--- src/rtl/pattern_resp_pkg.sv ---
// Shared types and constants for the pattern-response MISR compaction stage.
package pattern_resp_pkg;

  typedef enum logic [1:0] {
    IDLE = 2'd0,
    RUN  = 2'd1,
    DONE = 2'd2
  } state_e;

  // Output count of the merged test_final netlist; bit 0 is ACVQN2_0_r_6.
  localparam int          RESP_W_DEF = 11;
  localparam logic [15:0] POLY_DEF   = 16'h1021;
  localparam logic [15:0] SEED_DEF   = 16'h0000;

endpackage

--- src/rtl/pattern_resp_misr_core.sv ---
// Multiple-input signature register: loadable, enable-gated, one update per accepted sample.
module misr_core #(
  parameter int               SIG_W  = 16,
  parameter int               RESP_W = 11,
  parameter logic [SIG_W-1:0] POLY   = 16'h1021
) (
  input  logic              clk,
  input  logic              load,
  input  logic [SIG_W-1:0]  load_val,
  input  logic              en,
  input  logic [RESP_W-1:0] data,
  output logic [SIG_W-1:0]  sig
);

  logic [SIG_W-1:0] sig_q;
  logic [SIG_W-1:0] sig_d;

  // Shift left, fold POLY back in when the MSB leaves, then XOR the zero-extended sample.
  function automatic logic [SIG_W-1:0] misr_next(input logic [SIG_W-1:0] s,
                                                  input logic [RESP_W-1:0] d);
    logic [SIG_W-1:0] fb;
    fb = s[SIG_W-1] ? POLY : '0;
    return (s << 1) ^ fb ^ SIG_W'(d);
  endfunction

  always_comb begin
    sig_d = sig_q;
    if (load) begin
      sig_d = load_val;
    end else if (en) begin
      sig_d = misr_next(sig_q, data);
    end
  end

  always_ff @(posedge clk) begin
    sig_q <= sig_d;
  end

  assign sig = sig_q;

endmodule

--- src/rtl/pattern_resp_misr.sv ---
// Response compaction: folds test_final outputs into a MISR over a window and grades the result.
module pattern_resp_misr
  import pattern_resp_pkg::*;
#(
  parameter int               RESP_W  = RESP_W_DEF,
  parameter int               SIG_W   = 16,
  parameter logic [SIG_W-1:0] POLY    = SIG_W'(POLY_DEF),
  parameter logic [SIG_W-1:0] SEED    = SIG_W'(SEED_DEF),
  parameter int               CNT_W   = 16,
  parameter int               TIMEOUT = 64
) (
  input  logic              blif_clk_net,
  input  logic              blif_reset_net,
  input  logic              start,
  input  logic              abort,
  input  logic [CNT_W-1:0]  window_len,
  input  logic              resp_valid,
  input  logic [RESP_W-1:0] resp_in,
  input  logic [SIG_W-1:0]  expected_sig,
  output logic              busy,
  output logic              done,
  output logic              pass,
  output logic              timeout,
  output logic [SIG_W-1:0]  signature,
  output logic [CNT_W-1:0]  sample_count
);

  localparam int IDLE_W = $clog2(TIMEOUT + 1);

  state_e             state_q, state_d;
  logic [CNT_W-1:0]   win_q, win_d;
  logic [SIG_W-1:0]   exp_q, exp_d;
  logic [CNT_W-1:0]   cnt_q, cnt_d;
  logic [IDLE_W-1:0]  idle_q, idle_d;
  logic               tmo_q, tmo_d;
  logic               misr_load;
  logic               misr_en;
  logic [SIG_W-1:0]   sig;

  misr_core #(
    .SIG_W  (SIG_W),
    .RESP_W (RESP_W),
    .POLY   (POLY)
  ) u_misr (
    .clk      (blif_clk_net),
    .load     (misr_load),
    .load_val (SEED),
    .en       (misr_en),
    .data     (resp_in),
    .sig      (sig)
  );

  always_comb begin
    state_d   = state_q;
    win_d     = win_q;
    exp_d     = exp_q;
    cnt_d     = cnt_q;
    idle_d    = idle_q;
    tmo_d     = tmo_q;
    misr_load = 1'b0;
    misr_en   = 1'b0;

    if (abort) begin
      // Signature and count are left as they were so the aborted window can be inspected.
      state_d = IDLE;
      tmo_d   = 1'b0;
    end else begin
      unique case (state_q)
        IDLE, DONE: begin
          if (start) begin
            win_d     = window_len;
            exp_d     = expected_sig;
            cnt_d     = '0;
            idle_d    = '0;
            tmo_d     = 1'b0;
            misr_load = 1'b1;
            state_d   = (window_len == '0) ? DONE : RUN;
          end
        end
        RUN: begin
          if (resp_valid) begin
            misr_en = 1'b1;
            cnt_d   = cnt_q + 1'b1;
            idle_d  = '0;
            if (cnt_d == win_q) begin
              state_d = DONE;
            end
          end else begin
            idle_d = idle_q + 1'b1;
            if (idle_d == IDLE_W'(TIMEOUT)) begin
              state_d = DONE;
              tmo_d   = 1'b1;
            end
          end
        end
        default: state_d = IDLE;
      endcase
    end

    if (blif_reset_net) begin
      misr_load = 1'b1;
      misr_en   = 1'b0;
    end
  end

  always_ff @(posedge blif_clk_net) begin
    if (blif_reset_net) begin
      state_q <= IDLE;
      cnt_q   <= '0;
      idle_q  <= '0;
      tmo_q   <= 1'b0;
    end else begin
      state_q <= state_d;
      cnt_q   <= cnt_d;
      idle_q  <= idle_d;
      tmo_q   <= tmo_d;
    end
  end

  // Window length and golden value are data only; they are always reloaded on start.
  always_ff @(posedge blif_clk_net) begin
    win_q <= win_d;
    exp_q <= exp_d;
  end

  assign busy         = (state_q == RUN);
  assign done         = (state_q == DONE);
  assign timeout      = done && tmo_q;
  assign pass         = done && !tmo_q && (sig == exp_q);
  assign signature    = sig;
  assign sample_count = cnt_q;

endmodule

--- config.mk ---
export PLATFORM = sky130hd
export DESIGN_NAME = pattern_resp_misr
export DESIGN_NICKNAME = d
export VERILOG_FILES = /design/src/rtl/pattern_resp_pkg.sv /design/src/rtl/pattern_resp_misr_core.sv /design/src/rtl/pattern_resp_misr.sv
export SDC_FILE = /design/constraint.sdc
export NUM_CORES = 1
export LEC_CHECK = 0
export ABC_AREA = 1
export CELL_PAD_IN_SITES_DETAIL_PLACEMENT = 0
export CELL_PAD_IN_SITES_GLOBAL_PLACEMENT = 2
export CORE_AREA = 2 2 113 115
export DETAILED_ROUTE_END_ITERATION = 16
export DIE_AREA = 0 0 115 117
export GPL_TIMING_DRIVEN = 0
export PLACE_DENSITY = 0.91
export SLEW_MARGIN = 20
export SYNTH_ARGS = -nofsm -noshare
export SYNTH_HDL_FRONTEND = slang
export SYNTH_SLANG_ARGS = --single-unit
--- constraint.sdc ---
create_clock -name blif_clk_net -period 8.2 [get_ports blif_clk_net]
set_input_delay 2.46 -clock blif_clk_net [delete_from_list [all_inputs] [get_ports blif_clk_net]]
set_output_delay 2.46 -clock blif_clk_net [all_outputs]
set_load 0.02 [all_outputs]
== Word level (Yosys, flattened, before mapping) ==
Index checks and enable logic that the tools add are counted.
W data, S select, Z words.

* Multiplexer cells: 25
* Equality and inequality tests: 11
* $add $sub $neg: 2
* Reduce and logical (&&, ||, !) cells: 14
* Bitwise operators: 3

{| class="wikitable"
|+ Operators by type and width
! cell !! number
|-
| $eq A16 B16 Y1 || 2
|-
| $mux W16 || 2
|-
| $pmux W16 S2 || 1
|-
| $add A16 B1 Y16 const B || 1
|-
| $logic_not A16 Y1 || 1
|-
| $xor A16 B11 Y16 || 1
|-
| $xor A16 B16 Y16 || 1
|-
| $mux W7 || 2
|-
| $pmux W7 S2 || 1
|-
| $mux W13 || 1
|-
| $mux W1 || 11
|-
| $mux W2 || 5
|-
| $reduce_and A3 Y1 || 3
|-
| $reduce_and A4 Y1 || 2
|-
| $add A7 B1 Y7 const B || 1
|-
| $eq A7 B7 Y1 const B || 1
|-
| $ne A2 B2 Y1 const B || 3
|-
| $ne A3 B2 Y1 const B || 2
|-
| $pmux W2 S2 || 1
|-
| $reduce_or A2 Y1 || 2
|-
| $logic_and A1 B1 Y1 || 3
|-
| $eq A2 B1 Y1 const B || 1
|-
| $eq A2 B2 Y1 const B || 1
|-
| $logic_not A2 Y1 || 1
|-
| other kinds (5) || 5
|}

* Output and inout port bits: 36
* Logic and storage cells: 62
* Flip-flop bits (word level): 74

== Depth between registers and ports, before layout ==
Gate-level depths: netlist (run 1).

* Depth after elaboration: 5
* Gate-level depth with buffers: 16
* Depth with buffers taken out: 16

== Cells and area by module ==
Synthesis (run 1) repeated with hierarchy kept, for this count alone.

* Cell total of the unflattened synthesis: 471
* Area, all modules: 3,878.7 µm²

{| class="wikitable"
|+ Modules (own cells, without submodules)
! module !! cells each !! area each (µm²) !! times used !! seq. area each (µm²)
|-
| pattern_resp_misr || 394 || 3,079.2 || 1 || 1,481.4
|-
| misr_core || 77 || 799.5 || 1 || 480.5
|}

== Least setup slack after synthesis (run 1) ==
OpenSTA, ideal clock, no wires.

* Path type: input port to flip-flop
* Start point: input port start
* End point: register cnt_q[14], in the netlist sample_count[14]
* Cell stages on the path: 8
* Arrival time: 4.662 ns
* Setup slack: 3.406 ns
* Library setup time: 0.132 ns
* Path through: nand2_1 > nor2_1 > a21oi_2 > inv_1 > nand2_1 > buf_2 > nand2_1 > a21oi_1

* Longest elaborated chain between the ends: 2

{| class="wikitable"
|+ Ends and longest elaborated chain
! element !! line !! source
|-
| start, declared || pattern_resp_misr.sv:14 || <nowiki>input logic start,</nowiki>
|-
| $ne A2 B2 Y1 (no line) || -- ||
|-
| $reduce_and A4 Y1 (no line) || -- ||
|-
| end signal, assigned || pattern_resp_misr.sv:114 || <nowiki>cnt_q <= cnt_d;</nowiki>
|-
| end, declared || pattern_resp_misr.sv:33 || <nowiki>logic [CNT_W-1:0] cnt_q, cnt_d;</nowiki>
|}

No other way between the ends.
A chain may end at the register's enable or synchronous reset.

== Final worst setup path (run 1) ==
* Start point: register u_misr.sig_q[15], in the netlist u_misr.sig[15]
* End point: output port pass

* Longest elaborated chain between the ends: 2

{| class="wikitable"
|+ Ends and longest elaborated chain
! element !! line !! source
|-
| start, declared || pattern_resp_misr_core.sv:15 || <nowiki>logic [SIG_W-1:0] sig_q;</nowiki>
|-
| start signal, assigned || pattern_resp_misr_core.sv:36 || <nowiki>sig_q <= sig_d;</nowiki>
|-
| $eq A16 B16 Y1 || pattern_resp_misr.sv:129 || <nowiki>assign pass = done && !tmo_q && (sig == exp_q);</nowiki>
|-
| $logic_and A1 B1 Y1 || pattern_resp_misr.sv:129 ||
|-
| end, declared || pattern_resp_misr.sv:22 || <nowiki>output logic pass,</nowiki>
|}

No other way between the ends.

==> metrics.cfg, run 1 <==
[synthesis]
synth_area_leaders = edfxtp_1, dfxtp_1, nand2_1, a21oi_1, inv_1
yosysWarnings = 0
synth_top_area_cell = edfxtp_1
yosysSeqAreaShare = 0.484
synth_top_area_frac = 0.258
syn_avg_cell_area_sq_um = 8.18
ys_seq_elements = 74
ys_types = 33
syn_nets = 506
postSynthCellCount = 455
synth_area_sq_um = 3720

[floorplan]
die_y_um = 117
num_rows = 41
fp.dieW_um = 115
dieArea_sq_um = 13500
start_util = 0.302
coreArea_sq_um = 12300
ioPinCount = 84

[placement]
dp.cells = 688
dpl-instance-area_sq_um = 4760
portBuffers = 82
place_congestion = 0.773
dp_hpwl_um = 7850

[timing]
rsz0062_at_grt = no
drv_slew = 0
fin_skew_ns = 0.00839
finalSetupTns_ns = 0
max_slew_margin = 0.542
setup_viol = 0
tightest_slew_ns = 0.681
fmax_mhz = 200
fin_crit_sh = 0.609
hold_viol = 0
fin_crit_ns = 5.00

[finish]
diodes = 0
layoutNonFillerInstCount = 704
fin_util = 0.409
mostFrequentLayoutCell = nand2_1
areaGrowthSynthToFinish_pct = 35.2
final_net_count = 600
n_fill_cell = 1243
final_cell_mix = nand2_1, clkdlybuf4s50_1, inv_1
drive_gt1_frac = 0.0866
final_area_sq_um = 5030

[routing]
wire_per_inst_um = 14.4
dr.pass1.iters = 4
drt_iter0_markers = 189
ant_nets = 0
drc_errors = 0
wirelength_um = 10200
viasPerCell = 4.68
via_count = 3293

[clock_tree]
numCtsBuffers = 9
cts_htree_levels = 3
cts_root_buf = clkbuf_16
cts_tree = done
postCtsSetupBuffers = 0
clock_latency_ns = 0.35
cts_buffer_depth = 2
cts.clk_slew.worst_paths_ns = 0.06
hold_buffers = 0
clock-sinks = 74
ctsResizeCount = 0

[global_routing]
grt_max_degree = 18
grt_pass1_vias = 3329
grt_pass1_wl_um = 16200
grt-ovfl-total = 0
grtUsageTotal = 0.161
antenna_found_initial = 0

[critical_path]
r2r-start = state_q[0]
endpoint_kind = primary output
crit_type = flip-flop to primary output
arrival_ns = 2.54
critPathMaxFanout = 5
critPathLaunch = u_misr.sig[15]
start_kind = flip-flop
required_ns = 5.74

[run]
cap_violations = 0

[pwr]
power_density_nw_per_um2 = 165
p_leak_nw = 1.84
vdd_ir_drop_max_uv = 75.2
power_mw = 0.828

[run_status]
status = finished clean

[hold_path]
min_from = idle_q[6]
hold_path.class = flip-flop to flip-flop

path summary, 6_finish.rpt:
path                endpoint  slack (ns)  depth (start not counted)
max                     pass        3.20                          7
min                idle_q[6]        0.48                          2
max reg2reg  sample_count[2]        5.99                         10
min reg2reg        idle_q[6]        0.48                          2
critical path, cell delays in order, from the launching register on:
cell,delay (ns)
dfxtp_1,0.37
clkbuf_1,0.33
xnor2_1,0.16
nand2_1,0.06
nor4_1,0.37
nand3_1,0.13
nor2_1,0.13
clkdlybuf4s50_1,0.63
cell usage after synthesis:
cell and n:
nand2_1 116, inv_1 45, dfxtp_1 42, nor2_1 41, a21oi_1 34, edfxtp_1 32
nand3_1 24, o21ai_0 19, xor2_1 16, xnor2_1 12, nor2_2 7, a211oi_1 6
nand2_2 6, nand3b_1 6, nor4_1 6, clkbuf_1 5, nand4_1 5, or2_2 4
a221oi_1 3, buf_2 3, ha_1 3, inv_2 3, nor2_4 3, a21oi_2 2
o21ai_1 2, o21ai_2 2, o22ai_1 2, buf_4 1, buf_6 1, nand2_4 1
nor3_1 1, o31ai_1 1, xnor3_1 1
registers in the layout, summed over array words and instances (netlist names):
signal	flops
exp_q	16
win_q	16
u_misr.sig	16
sample_count	16
tmo_q	1
idle_q	7
state_q	2
cell families after synthesis:
group,synth area share
AO/OA/AOI/OAI,0.108
flip-flops,0.484
adder cells (fa/ha/maj),0.0101
buffers and inverters,0.0625
XOR/XNOR,0.0720
AND/OR/NAND/NOR,0.263
where the power goes:
group	total, mW	switching, mW	leakage, nW	internal, mW
clock	0.363	0.151	0.133	0.212
sequential	0.400	0.00540	0.637	0.395
combinational	0.0654	0.0313	1.07	0.0341
total	0.828	0.188	1.84	0.640
area by class of cell:
type                    instances  area (sq um)  share of cell area
flip-flops and latches         74          1800               0.358
multi-input cells             323          1690               0.337
repair buffers                 83           848               0.169
clock buffers                  13           250              0.0498
well taps                     150           188              0.0373
inverters                      48           180              0.0358
plain buffers                  10          52.6              0.0104
clock inverters                 3          15.0             0.00299
stage by stage:
step	hold WS, ns	setup WS (ns)
5_1_grt	0.503	3.08
3_5_place_dp	0.475	3.38
6_report	0.482	3.20
2_1_floorplan	0.446	3.41
3_3_place_gp	0.466	1.87
4_1_cts	0.486	3.16
metal layers:
layer | up-vias | GRT usage | share of wire
met5 | - | 0 | 0
met4 | 0 | 0.0900 | 0.035
met3 | 17 | 0.0396 | 0.057
met2 | 99 | 0.276 | 0.48
met1 | 1490 | 0.184 | 0.43
li1 | 1687 | - | -
Note: power is estimated with default switching activity, not from simulation.
==> run 2: changes to the inputs <==
--- a/config.mk
+++ b/config.mk
@@ -8,11 +8,11 @@
 export ABC_AREA = 1
 export CELL_PAD_IN_SITES_DETAIL_PLACEMENT = 0
 export CELL_PAD_IN_SITES_GLOBAL_PLACEMENT = 2
-export CORE_AREA = 2 2 113 115
+export CORE_AREA = 2 2 123 125
 export DETAILED_ROUTE_END_ITERATION = 16
-export DIE_AREA = 0 0 115 117
+export DIE_AREA = 0 0 125 127
 export GPL_TIMING_DRIVEN = 0
-export PLACE_DENSITY = 0.91
+export PLACE_DENSITY = 0.82
 export SLEW_MARGIN = 20
 export SYNTH_ARGS = -nofsm -noshare
 export SYNTH_HDL_FRONTEND = slang
==> constraint.sdc (replaced) <==
create_clock -name blif_clk_net -period 4.25 [get_ports blif_clk_net]
set_input_delay 1.275 -clock blif_clk_net [delete_from_list [all_inputs] [get_ports blif_clk_net]]
set_output_delay 1.275 -clock blif_clk_net [all_outputs]
set_load 0.02 [all_outputs]
==> metrics.cfg, run 2 (synthesis results as in run 1) <==
[routing]
wire_per_inst_um = 14.5
viasPerCell = 4.55
dr.pass1.iters = 4
via_count = 3359
drc_errors = 0
wirelength_um = 10700
drt_iter0_markers = 159
ant_nets = 0

[finish]
multi_input_area_sq_um = 1690
final_cell_mix = nand2_1, clkdlybuf4s50_1, inv_1
layoutNonFillerInstCount = 738
mostFrequentLayoutCell = nand2_1
seq_area_sq_um = 1800
n_fill_cell = 1506
drive_gt1_frac = 0.0866
diodes = 0
areaGrowthSynthToFinish_pct = 36.4
final_net_count = 600

[placement]
dp.cells = 722
place_ws_ns = 0.904
place_congestion = 0.821
dp_hpwl_um = 8210
portBuffers = 82

[critical_path]
start_kind = flip-flop
arrival_ns = 2.44
critPathLaunch = u_misr.sig[15]
critPathSlowestCell = clkdlybuf4s50_1
crit_buf_inv = 2
crit_chain = clkbuf_1 -> xnor2_1 -> nand2_1 -> nor4_1 -> nand3_1 -> nor2_1 -> clkdlybuf4s50_1
cp_slowest_stage_delay_ns = 0.63
critPathMaxFanout = 5
r2r-end = state_q[1]
r2r-start = sample_count[0]
r2r_slack_ns = 2.03
crit_type = flip-flop to primary output
required_ns = 2.97
reg2regPathDepth = 14
endpoint_kind = primary output
crit_family = buffers and inverters

[clock_tree]
hold_buffers = 0
clock_latency_ns = 0.33
cts_tree = done
cts_root_buf = clkbuf_16
ctsResizeCount = 0
cts.clk_slew.worst_paths_ns = 0.06
cts_htree_levels = 3
cts_buffer_depth = 2
clock-sinks = 74
postCtsSetupBuffers = 0
numCtsBuffers = 9

[hold_path]
whs_path_depth = 2
min_from = idle_q[6]
hold_path.class = flip-flop to flip-flop
hold_path_end = idle_q[6]

[run]
cap_violations = 0

[timing]
tightest_slew_ns = 0.762
max_slew_margin = 0.487
setup_ws_ns = 0.537
fmax_mhz = 269
fin_crit_sh = 0.874
rsz0062_at_grt = no
fin_crit_ns = 3.71
hold_viol = 0
drv_slew = 0
setup_viol = 0
finalSetupTns_ns = 0
fin_skew_ns = 0.00813

[pwr]
power_density_nw_per_um2 = 316
p_leak_nw = 1.84
vdd_ir_drop_max_uv = 157

[run_status]
status = finished clean

[floorplan]
num_rows = 44
start_util = 0.258
fp.dieW_um = 125
die_y_um = 127
ioPinCount = 84
coreArea_sq_um = 14400
dieArea_sq_um = 15900

[global_routing]
grt-ovfl-total = 0
antenna_found_initial = 0
grtUsageTotal = 0.133
grt_pass1_wl_um = 16600
grt_max_degree = 25
grt_pass1_vias = 3447

[run 2: changes by cell type in the layout (fill, tap and decap cells not counted), sizes merged]
cell / change
clkinv: -1
clkinvlp: +1
[run 2: report_power, final]
| part | switching (mW) | internal (mW) |
|---|---|---|
| Clock | 0.295 | 0.410 |
| Sequential | 0.0102 | 0.761 |
| Combinational | 0.0624 | 0.0660 |
| Total | 0.368 | 1.24 |
[run 2: per-layer routing]
metal  GRT usage  wire, um
met1       0.158      4730
met2       0.236      5310
met3      0.0251       423
met4      0.0582       236
met5           0         0
[run 2: layout make-up]
| cell class | instances | share of cell area |
|---|---|---|
| clock buffer | 13 | 0.0493 |
| buffer | 10 | 0.0104 |
| multi-input combinational | 323 | 0.334 |
| timing repair buffer | 83 | 0.167 |
| clock inverter | 3 | 0.00345 |
| tap | 184 | 0.0454 |
| sequential | 74 | 0.355 |
| inverter | 48 | 0.0355 |
[run 2: worst max path at each step]
stage                  endpoint  depth (start not counted)
3_5_place_dp               pass                          7
2_1_floorplan  sample_count[14]                          8
3_3_place_gp    sample_count[3]                          9
6_report                   pass                          7
5_1_grt                    pass                          7
4_1_cts                    pass                          7
[run 2: through the flow]
| stage | utilization | area, sq um | hold WS, ns | power (mW) |
|---|---|---|---|---|
| after global placement | 0.331 | 4770 | 0.468 | 0.912 |
| after global routing | 0.352 | 5070 | 0.497 | 1.66 |
| after floorplan | - | 3720 | 0.446 | 0.838 |
| final | 0.352 | 5070 | 0.480 | 1.60 |
| after detailed placement | 0.333 | 4810 | 0.471 | 0.916 |
| after CTS | 0.352 | 5070 | 0.480 | 1.62 |
[run 2: worst min-delay path, stage by stage, from the launching register on]
cell     delay (ns)
dfxtp_1        0.32
nand2_1        0.06
a21oi_1        0.05
